File: config.mk
export PLATFORM = sky130hd
export DESIGN_NAME = dma_rd_q_wr_arb
export DESIGN_NICKNAME = d
export VERILOG_FILES = /design/src/rtl/dma_rd_q_wr_arb.sv
export SDC_FILE = /design/constraint.sdc
export NUM_CORES = 1
export LEC_CHECK = 0
export ABC_AREA = 1
export BUFFER_PORTS_ARGS = -buffer_cell sky130_fd_sc_hd__buf_4
export CORE_MARGIN = 2
export CORE_UTILIZATION = 40
export CTS_CLUSTER_DIAMETER = 40
export CTS_CLUSTER_SIZE = 24
export DETAILED_ROUTE_END_ITERATION = 7
export GPL_TIMING_DRIVEN = 0
export HOLD_SLACK_MARGIN = 0.08
export PLACE_DENSITY = 0.77
export SETUP_SLACK_MARGIN = 0.1
export SYNTH_ARGS = -nofsm -noshare
export SYNTH_HDL_FRONTEND = slang
export SYNTH_SLANG_ARGS = --single-unit
File: constraint.sdc
create_clock -name clk -period 1.2 [get_ports clk]
set_input_delay 0.18 -clock clk [delete_from_list [all_inputs] [get_ports clk]]
set_output_delay 0.18 -clock clk [all_outputs]
set_load 0.01 [all_outputs]
File: src/rtl/dma_rd_q_wr_arb.sv
// Round-robin arbiter merging two held-until-ack write requesters into the DMA read queue write port.
// Optional grant/stall statistics counters are built only when DMA_RD_ARB_STATS_EN is defined.
module dma_rd_q_wr_arb #(
    parameter int DATA_W = 64
) (
    input  logic              clk,
    input  logic              srst,
    input  logic              en,
    input  logic              req0_wr_en_i,
    input  logic [DATA_W-1:0] req0_wr_data_i,
    output logic              req0_wr_ack_o,
    input  logic              req1_wr_en_i,
    input  logic [DATA_W-1:0] req1_wr_data_i,
    output logic              req1_wr_ack_o,
    input  logic              q_full_i,
    input  logic              q_almost_full_i,
    output logic              q_wr_en_o,
    output logic [DATA_W-1:0] q_wr_data_o,
    output logic              busy_o,
    output logic [31:0]       grant_cnt0_o,
    output logic [31:0]       grant_cnt1_o,
    output logic [15:0]       stall_cnt_o
);

    logic rst;
    logic elig0;
    logic elig1;
    logic space_ok;
    logic grant0;
    logic grant1;
    logic last_grant;

    assign rst = srst | ~en;

    // A requester still holds its entry during the ack cycle, so the ack masks it.
    assign elig0 = req0_wr_en_i & ~req0_wr_ack_o;
    assign elig1 = req1_wr_en_i & ~req1_wr_ack_o;

    // The write already in flight takes the last free slot when almost full.
    assign space_ok = ~q_full_i & ~(q_almost_full_i & q_wr_en_o);

    always_comb begin
        grant0 = 1'b0;
        grant1 = 1'b0;
        if (space_ok) begin
            if (elig0 && elig1) begin
                grant0 = last_grant;
                grant1 = ~last_grant;
            end else begin
                grant0 = elig0;
                grant1 = elig1;
            end
        end
    end

    always_ff @(posedge clk) begin
        if (rst) begin
            q_wr_en_o     <= 1'b0;
            q_wr_data_o   <= '0;
            req0_wr_ack_o <= 1'b0;
            req1_wr_ack_o <= 1'b0;
            last_grant    <= 1'b1;
        end else begin
            q_wr_en_o     <= grant0 | grant1;
            req0_wr_ack_o <= grant0;
            req1_wr_ack_o <= grant1;
            if (grant0) begin
                q_wr_data_o <= req0_wr_data_i;
                last_grant  <= 1'b0;
            end else if (grant1) begin
                q_wr_data_o <= req1_wr_data_i;
                last_grant  <= 1'b1;
            end
        end
    end

    assign busy_o = ~rst & (q_wr_en_o | elig0 | elig1);

`ifdef DMA_RD_ARB_STATS_EN
    logic [31:0] cnt0;
    logic [31:0] cnt1;
    logic [15:0] stall;

    always_ff @(posedge clk) begin
        if (rst) begin
            cnt0  <= '0;
            cnt1  <= '0;
            stall <= '0;
        end else begin
            if (grant0) begin
                cnt0 <= cnt0 + 32'd1;
            end
            if (grant1) begin
                cnt1 <= cnt1 + 32'd1;
            end
            if ((elig0 || elig1) && !(grant0 || grant1) && (stall != 16'hFFFF)) begin
                stall <= stall + 16'd1;
            end
        end
    end

    assign grant_cnt0_o = cnt0;
    assign grant_cnt1_o = cnt1;
    assign stall_cnt_o  = stall;
`else
    assign grant_cnt0_o = '0;
    assign grant_cnt1_o = '0;
    assign stall_cnt_o  = '0;
`endif

endmodule

== Yosys cells after proc, flatten, opt, wreduce, memory -nomap -nowiden ==
Cells that the tools add are included.

* Register bits: 68
* Output and inout port bits: 148
* Word-level logic and storage cells: 31

* Reductions and logical operators: 2
* Bitwise logic cells: 16
* Mux-type cells: 8

{| class="wikitable"
|+ Operator list
! kind !! number
|-
| 64-bit 2-to-1 mux || 2
|-
| 1-bit inverter || 7
|-
| 1-bit 2-to-1 mux || 6
|-
| 1-bit AND || 5
|-
| 1-bit bitwise OR || 4
|-
| 2-bit nonzero test || 1
|-
| 1-bit logical AND || 1
|}

== Logic depth before layout (Yosys ltp) ==
Gate-level depths: netlist of the first run.

* Depth after elaboration: 7
* Gate-level depth with buffers: 10
* Mapped depth without buffers: 8

== Least setup slack after synthesis of the first run ==
No wires, ideal clock.

* Path type: reg2reg
* From: register req1_wr_ack_o
* To: register q_wr_data_o[30]
* Clock period less this slack: 1.174 ns
* Data arrival time: 1.055 ns
* Required time: 1.081 ns
* Stages on the path, launching flop included: 10
* Slack: 0.026 ns
* Library setup time: 0.119 ns
* Path through: dfxtp_1 inv_1 nand2_2 inv_1 nand2_1 nand2_1 clkbuf_1 nand2_1 nand2_1 a21oi_1

* Longest elaborated chain between the ends: 6
* Elaborated cells on any way between the ends: 9
* Classes of those cells: mux: 5; bitwise: 2; reduce/logical: 2

{| class="wikitable"
|+ Ends and longest elaborated chain
! what !! RTL line !! RTL
|-
| from (decl) || 14 || <nowiki>output logic req1_wr_ack_o,</nowiki>
|-
| from (signal assigned) || 66 || <nowiki>req1_wr_ack_o <= grant1;</nowiki>
|-
| 1-bit inverter * || 37 || <nowiki>assign elig1 = req1_wr_en_i & ~req1_wr_ack_o;</nowiki>
|-
| 1-bit AND * || 37 ||
|-
| 1-bit logical AND || 46 || <nowiki>if (elig0 && elig1) begin</nowiki>
|-
| 1-bit 2-to-1 mux || 46 ||
|-
| 1-bit 2-to-1 mux || 45 || <nowiki>if (space_ok) begin</nowiki>
|-
| 64-bit 2-to-1 mux or 2-bit nonzero test (tied branches) || - ||
|-
| to (signal assigned) || 68 || <nowiki>q_wr_data_o <= req0_wr_data_i;</nowiki>
|-
| to (signal assigned) || 71 || <nowiki>q_wr_data_o <= req1_wr_data_i;</nowiki>
|-
| to (decl) || 18 || <nowiki>output logic [DATA_W-1:0] q_wr_data_o,</nowiki>
|}

Mark *: on every way between the ends. The rest lies on a longest branch, timed or not.
A chain may end at the register's enable or synchronous reset.

== Worst setup path after layout of the first run ==
* From: register req0_wr_ack_o
* To: output port busy_o

* Longest elaborated chain between the ends: 5

{| class="wikitable"
|+ Ends and longest elaborated chain
! what !! RTL line !! RTL
|-
| from (decl) || 11 || <nowiki>output logic req0_wr_ack_o,</nowiki>
|-
| from (signal assigned) || 65 || <nowiki>req0_wr_ack_o <= grant0;</nowiki>
|-
| 1-bit inverter || 36 || <nowiki>assign elig0 = req0_wr_en_i & ~req0_wr_ack_o;</nowiki>
|-
| 1-bit AND || 36 ||
|-
| 1-bit bitwise OR (2 in a row) || 77 || <nowiki>assign busy_o = ~rst & (q_wr_en_o | elig0 | elig1);</nowiki>
|-
| 1-bit AND || 77 ||
|-
| to (decl) || 19 || <nowiki>output logic busy_o,</nowiki>
|}

Every way passes these cells.

==> results.yml, run 1 <==
die:
  die_w_um: 111
  core_area_um2: 11300
  initial_core_util_pct: 40.8
  die-area_um2: 12400
  rows: 39
  top_level_ports: 283
  die_h_um: 111
critical_path:
  crit_arrival_ps: 1150
  criticalPathCategory: "reg -> out"
  end_kind: "primary output"
  start_kind: "register"
  cp_max_fo: 3
  endpoint: "busy_o"
  crit_start: "req0_wr_ack_o"
  reg2regPathDepth: 9
  critical_path_required_ps: 1020
  r2r-end: "q_wr_data_o[45]"
  worstReg2RegStart: "q_wr_en_o"
  r2r_setup_slack_ps: -110
detailed_routing:
  drtAntennaViolNets: 0
  drc: 0
  drt_iter0_markers: 210
  wire_per_inst_um: 10.9
  routed-via-count: 4986
  vias_per_cell: 4.01
  first_pass_iters: 4
  wirelength_mm: 13.5
grt:
  grt_max_degree: 13
  gr-total-overflow: 0
  grt_first_pass_wirelength_mm: 20.3
  antenna_found_initial: 0
  grt_pass1_vias: 4373
  track_usage_pct: 20.0
pwr:
  power.switching_mw: 2.10
  power_leakage_nw: 4.68
  p_clk_share_pct: 39.1
  power.density_cell_area_nw_per_um2: 981
  swShare_pct: 28.4
  internal_power_mw: 5.28
  ir_worst_vdd_mv: 0.624
  power_frac_comb_pct: 28.2
  total_power_mw: 7.38
  sequentialPowerShare_pct: 32.7
timing:
  clock_skew_ps: 6.21
  setup_tns_ps: -4400
  final_max_slew_viol_count: 0
  setup-violations-final: 65
  fin_crit_sh_pct: 111
  max_freq_ghz: 0.754
  hold_ws_ps: 174
  hold_violations: 0
  fin_crit_ps: 1330
  grt_setup_unrepaired: "true"
  worst_slack_ps: -126
hold_path:
  hold_class: "in -> reg"
place:
  port_buffers: 202
  place_ws_ps: -355
  routabilityCongestion: 0.807
  place_hpwl_mm: 9.81
final_layout:
  finish.utilization_pct: 66.5
  multi_input_area_um2: 2230
  final_layout_size_suffix_gt1_share_pct: 38.9
  num_antenna_cells: 0
  num-fill-cells: 1065
  final_cell_mix: "buf_4 (288), nand2_1 (288), inv_1 (199), conb_1 (80), dfxtp_1 (65)"
  nets: 1229
  area_growth_pct: 63.1
  regArea_um2: 1370
yosys:
  syn_inst: 790
  syn_avg_cell_area_um2: 5.84
  synth_warnings: 0
  ys_ff_latch: 68
  ys_seq_area_share_pct: 29.5
  netlist.area_leader.share_pct: 29.5
  synthesis.area_um2: 4620
  synth.area.top_cells: "dfxtp_1 (29%), nand2_1 (27%), inv_1 (16%), buf_4 (13%), a21oi_1 (6.9%)"
  yosysUniqueCellTypes: 15
  yosysTopAreaCell: "dfxtp_1"
clock_network:
  htree_levels: 3
  cts_tree: "done"
  holdBufCountCts: 0
  insertion_delay_ps: 330
  root_buffer: "clkbuf_16"
  clk_pin_slew_ps: 60
  clockBufferDepth: 2
  cts.sinks: 68
  numCtsBuffers: 9
job:
  max_cap_violations: 0
outcome:
  status: "finished with violations"
  violations: "negative setup slack"
-- routing by layer --
layer / share of wire (%) / track usage (%) / wire, um / vias to the layer above
met5: 0 / 0 / 0 / -
met3: 6.3 / 3.92 / 851 / 27
met4: 2.6 / 8.81 / 347 / 0
met1: 39 / 22.8 / 5300 / 2120
met2: 52 / 36.1 / 6980 / 173
li1: - / - / - / 2666
-- area by class of cell --
type | count | area share (%)
Tap cell | 143 | 2.38
Sequential cell | 68 | 18.1
Clock inverter | 6 | 1.16
Clock buffer | 10 | 3.18
Multi-Input combinational cell | 485 | 29.7
Timing Repair Buffer | 213 | 22.0
Inverter | 203 | 10.1
Buffer | 114 | 13.3
-- cell families after synthesis --
logic type	after synthesis	share of synthesized area, %
AO/OA/AOI/OAI	66	7.21
buffers and inverters	317	35.5
flip-flops	68	29.5
other	1	0.0812
AND/OR/NAND/NOR	338	27.7
-- flip-flops by register name (all words and copies together), names as in the netlist --
| signal | cells |
|---|---|
| req0_wr_ack_o | 1 |
| req1_wr_ack_o | 1 |
| q_wr_data_o | 64 |
| last_grant | 1 |
| q_wr_en_o | 1 |
-- worst min-delay path by stage --
stage / from / to / slack [ps] / cells after the start
after CTS: req1_wr_data_i[46] / q_wr_data_o[46] / 170 / 5
after global placement: last_grant / last_grant / 500 / 2
after detailed placement: q_wr_data_o[16] / q_wr_data_o[16] / 500 / 4
final: req1_wr_data_i[54] / q_wr_data_o[54] / 170 / 5
after global routing: req1_wr_data_i[50] / q_wr_data_o[50] / 170 / 5
after floorplan: req1_wr_data_i[0] / q_wr_data_o[0] / 390 / 4
-- power by group through the flow --
| stage | clock (mW) | sequential [mW] | combinational, mW |
|---|---|---|---|
| detailed placement | 0 | 2.46 | 1.78 |
| global route | 3.05 | 2.43 | 2.29 |
| finish | 2.88 | 2.41 | 2.08 |
| floorplan | 0 | 2.51 | 1.06 |
| CTS | 2.94 | 2.41 | 1.87 |
| global placement | 0 | 2.46 | 1.77 |
-- cell usage after synthesis, drive strengths merged --
master  number
inv        203
nor2         6
conb         1
a21oi       64
o21ai        1
nand3        1
clkbuf       5
nand2      331
buf        109
o211ai       1
dfxtp       68
-- metrics by stage --
stage | instance area, um2 | instances
after detailed placement | 6620 | 1214
after floorplan | 4920 | 869
final | 7530 | 1242
after CTS | 7100 | 1238
after global routing | 7530 | 1242
after global placement | 6620 | 1214
-- worst max-delay path, stage by stage (launching register included) --
cell and delay, ps:
dfxtp_2 350, inv_2 40, nand2_2 80, nand2_2 70, o21ai_2 110, inv_1 50
buf_6 120
-- what timing repair did --
action                                 4_1_cts  5_1_grt
pin swaps                                    0       31
gates resized for setup                     31      108
gates cloned                                 2        3
setup endpoints to repair                   65       70
buffers inserted                             6        1
endpoints found under the hold margin        0        0
Power figures use the tool's default switching activity.
==> run 2: changes to the inputs <==
CELL_PAD_IN_SITES_DETAIL_PLACEMENT = 0   (was unset)
CELL_PAD_IN_SITES_GLOBAL_PLACEMENT = 1   (was unset)
CORE_UTILIZATION = 25   (was 40)
PLACE_DENSITY = 0.76   (was 0.77)
==> run 2 against run 1 <==
The run still ends with negative setup slack left. Sequential share of layout area increased by 0.30 points. Register-to-register slack worse by 50 ps. Power down 3.7%. Highest routed layer unchanged.
==> results.yml, run 2 (synthesis results as in run 1) <==
timing:
  fin_crit_sh_pct: 113
  fin_crit_ps: 1360
  final_max_slew_viol_count: 0
  hold_violations: 0
  setup-violations-final: 65
  worst_slack_ps: -161
  grt_setup_unrepaired: "true"
  clock_skew_ps: 4.90
  max_freq_ghz: 0.735
pwr:
  power_leakage_nw: 4.62
  ir_worst_vdd_mv: 0.625
  power.density_cell_area_nw_per_um2: 959
clock_network:
  clockBufferDepth: 2
  clk_pin_slew_ps: 60
  root_buffer: "clkbuf_16"
  numCtsBuffers: 9
  cts.sinks: 68
  insertion_delay_ps: 340
  htree_levels: 3
  cts_tree: "done"
final_layout:
  nets: 1226
  final_layout_size_suffix_gt1_share_pct: 36.1
  final_cell_mix: "nand2_1 (307), buf_4 (290), inv_1 (198), conb_1 (80), dfxtp_1 (65)"
  largest_reg_flops: 64
  largest-register: "q_wr_data_o"
  finish.utilization_pct: 41.1
  final_common_cell: "nand2_1"
  area_growth_pct: 60.7
  fin_area_um2: 7420
  num_antenna_cells: 0
grt:
  grt_use_met3_pct: 4.44
  gr-usage-met1_pct: 17.6
  grt_pass1_vias: 4371
  grt_first_pass_wirelength_mm: 22.3
  met2_usage_pct: 24.1
  gr-total-overflow: 0
  grt.busiest_layer: "met2"
  grt_max_degree: 11
  track_usage_pct: 14.3
  antenna_found_initial: 0
die:
  top_level_ports: 283
  initial_core_util_pct: 25.6
  die_w_um: 140
  die-area_um2: 19600
  die_h_um: 140
  rows: 49
  core_area_um2: 18000
critical_path:
  end_kind: "register"
  critical_path_required_ps: 1470
  cp_slowest_cell: "dfxtp_2"
  start_kind: "register"
  crit_arrival_ps: 1640
  max_stage_delay_ps: 340
  criticalPathCategory: "reg -> reg"
  crit_chain: "inv_2, nand2_2, buf_4, nor2_4, nand2_4, buf_12, buf_8, nand2_1, nand2_1, a21oi_2"
  cpMostUsedCell: "nand2_1"
  cp_max_fo: 10
outcome:
  violations: "negative setup slack"
  status: "finished with violations"
detailed_routing:
  drtAntennaViolNets: 0
  wirelength_mm: 14.6
  drc: 0
  routed-via-count: 4892
  first_pass_iters: 4
  wire_per_inst_um: 11.0
  vias_per_cell: 3.70
  drt_iter0_markers: 132
place:
  place_ws_ps: -447
  place_hpwl_mm: 10.9
  placed_cell_area_um2: 6730
  routabilityCongestion: 0.746
  port_buffers: 202
job:
  max_cap_violations: 0
hold_path:
  hold_class: "in -> reg"
==> run 2: changes by cell type in the layout (fill, tap and decap cells not counted), sizes merged <==
cell / previous run / this run
clkinvlp: 3 / 0
clkbuf: 16 / 18
bufinv: 2 / 1
buf: 321 / 318
==> run 2: worst max-delay path: cells and delay by family (launching register included) <==
family / cells / cell delay (ps)
buffers and inverters: 4 / 480
AND/OR/NAND/NOR: 5 / 360
flip-flops: 1 / 340
AO/OA/AOI/OAI: 1 / 120
==> run 2: timing repair <==
action / in CTS / in global routing
hold buffers: 0 / 0
endpoints found under the hold margin: 0 / 0
resized for setup: 23 / 66
setup buffers: 5 / 1
setup endpoints to repair: 66 / 70
gates cloned: 1 / 2
pin swaps: 3 / 9
==> run 2: cell type report <==
| type | instances | area, um2 |
|---|---|---|
| clock inverter | 2 | 35.0 |
| inverter | 203 | 762 |
| clock buffer | 12 | 256 |
| timing repair buffer | 210 | 1620 |
| buffer | 114 | 956 |
| fill | 2027 | 10600 |
| tap | 229 | 287 |
| multi-input combinational | 485 | 2130 |
| sequential | 68 | 1370 |
==> run 2: final timing paths <==
kind / end / startpoint / cells after the start / slack [ps]
worst max-delay path: q_wr_data_o[0] / req0_wr_ack_o / 10 / -160
worst min-delay path: q_wr_data_o[14] / req1_wr_data_i[14] / 5 / 170
worst max register to register: q_wr_data_o[0] / req0_wr_ack_o / 10 / -160
worst min register to register: q_wr_data_o[5] / q_wr_data_o[5] / 4 / 510
==> run 2: through the flow <==
step	TNS [ps]	hold WS [ps]	total power, mW	instances
after floorplan	0	390	3.57	869
after global placement	-9310	500	4.27	1300
after detailed placement	-9500	502	4.28	1300
after CTS	-8860	152	7.08	1320
after global routing	-13080	175	7.53	1323
final	-7400	166	7.11	1323
==> run 2: per-layer routing <==
layer,vias up,wire length (um)
li1,2660,-
met1,2072,6380
met2,144,7000
met3,16,1020
met4,0,186
met5,-,0
==> run 2: power breakdown <==
group	internal [mW]	total, mW	switching (mW)
Clock	1.70	2.69	0.998
Combinational	1.00	2.00	0.999
Sequential	2.36	2.41	0.0526
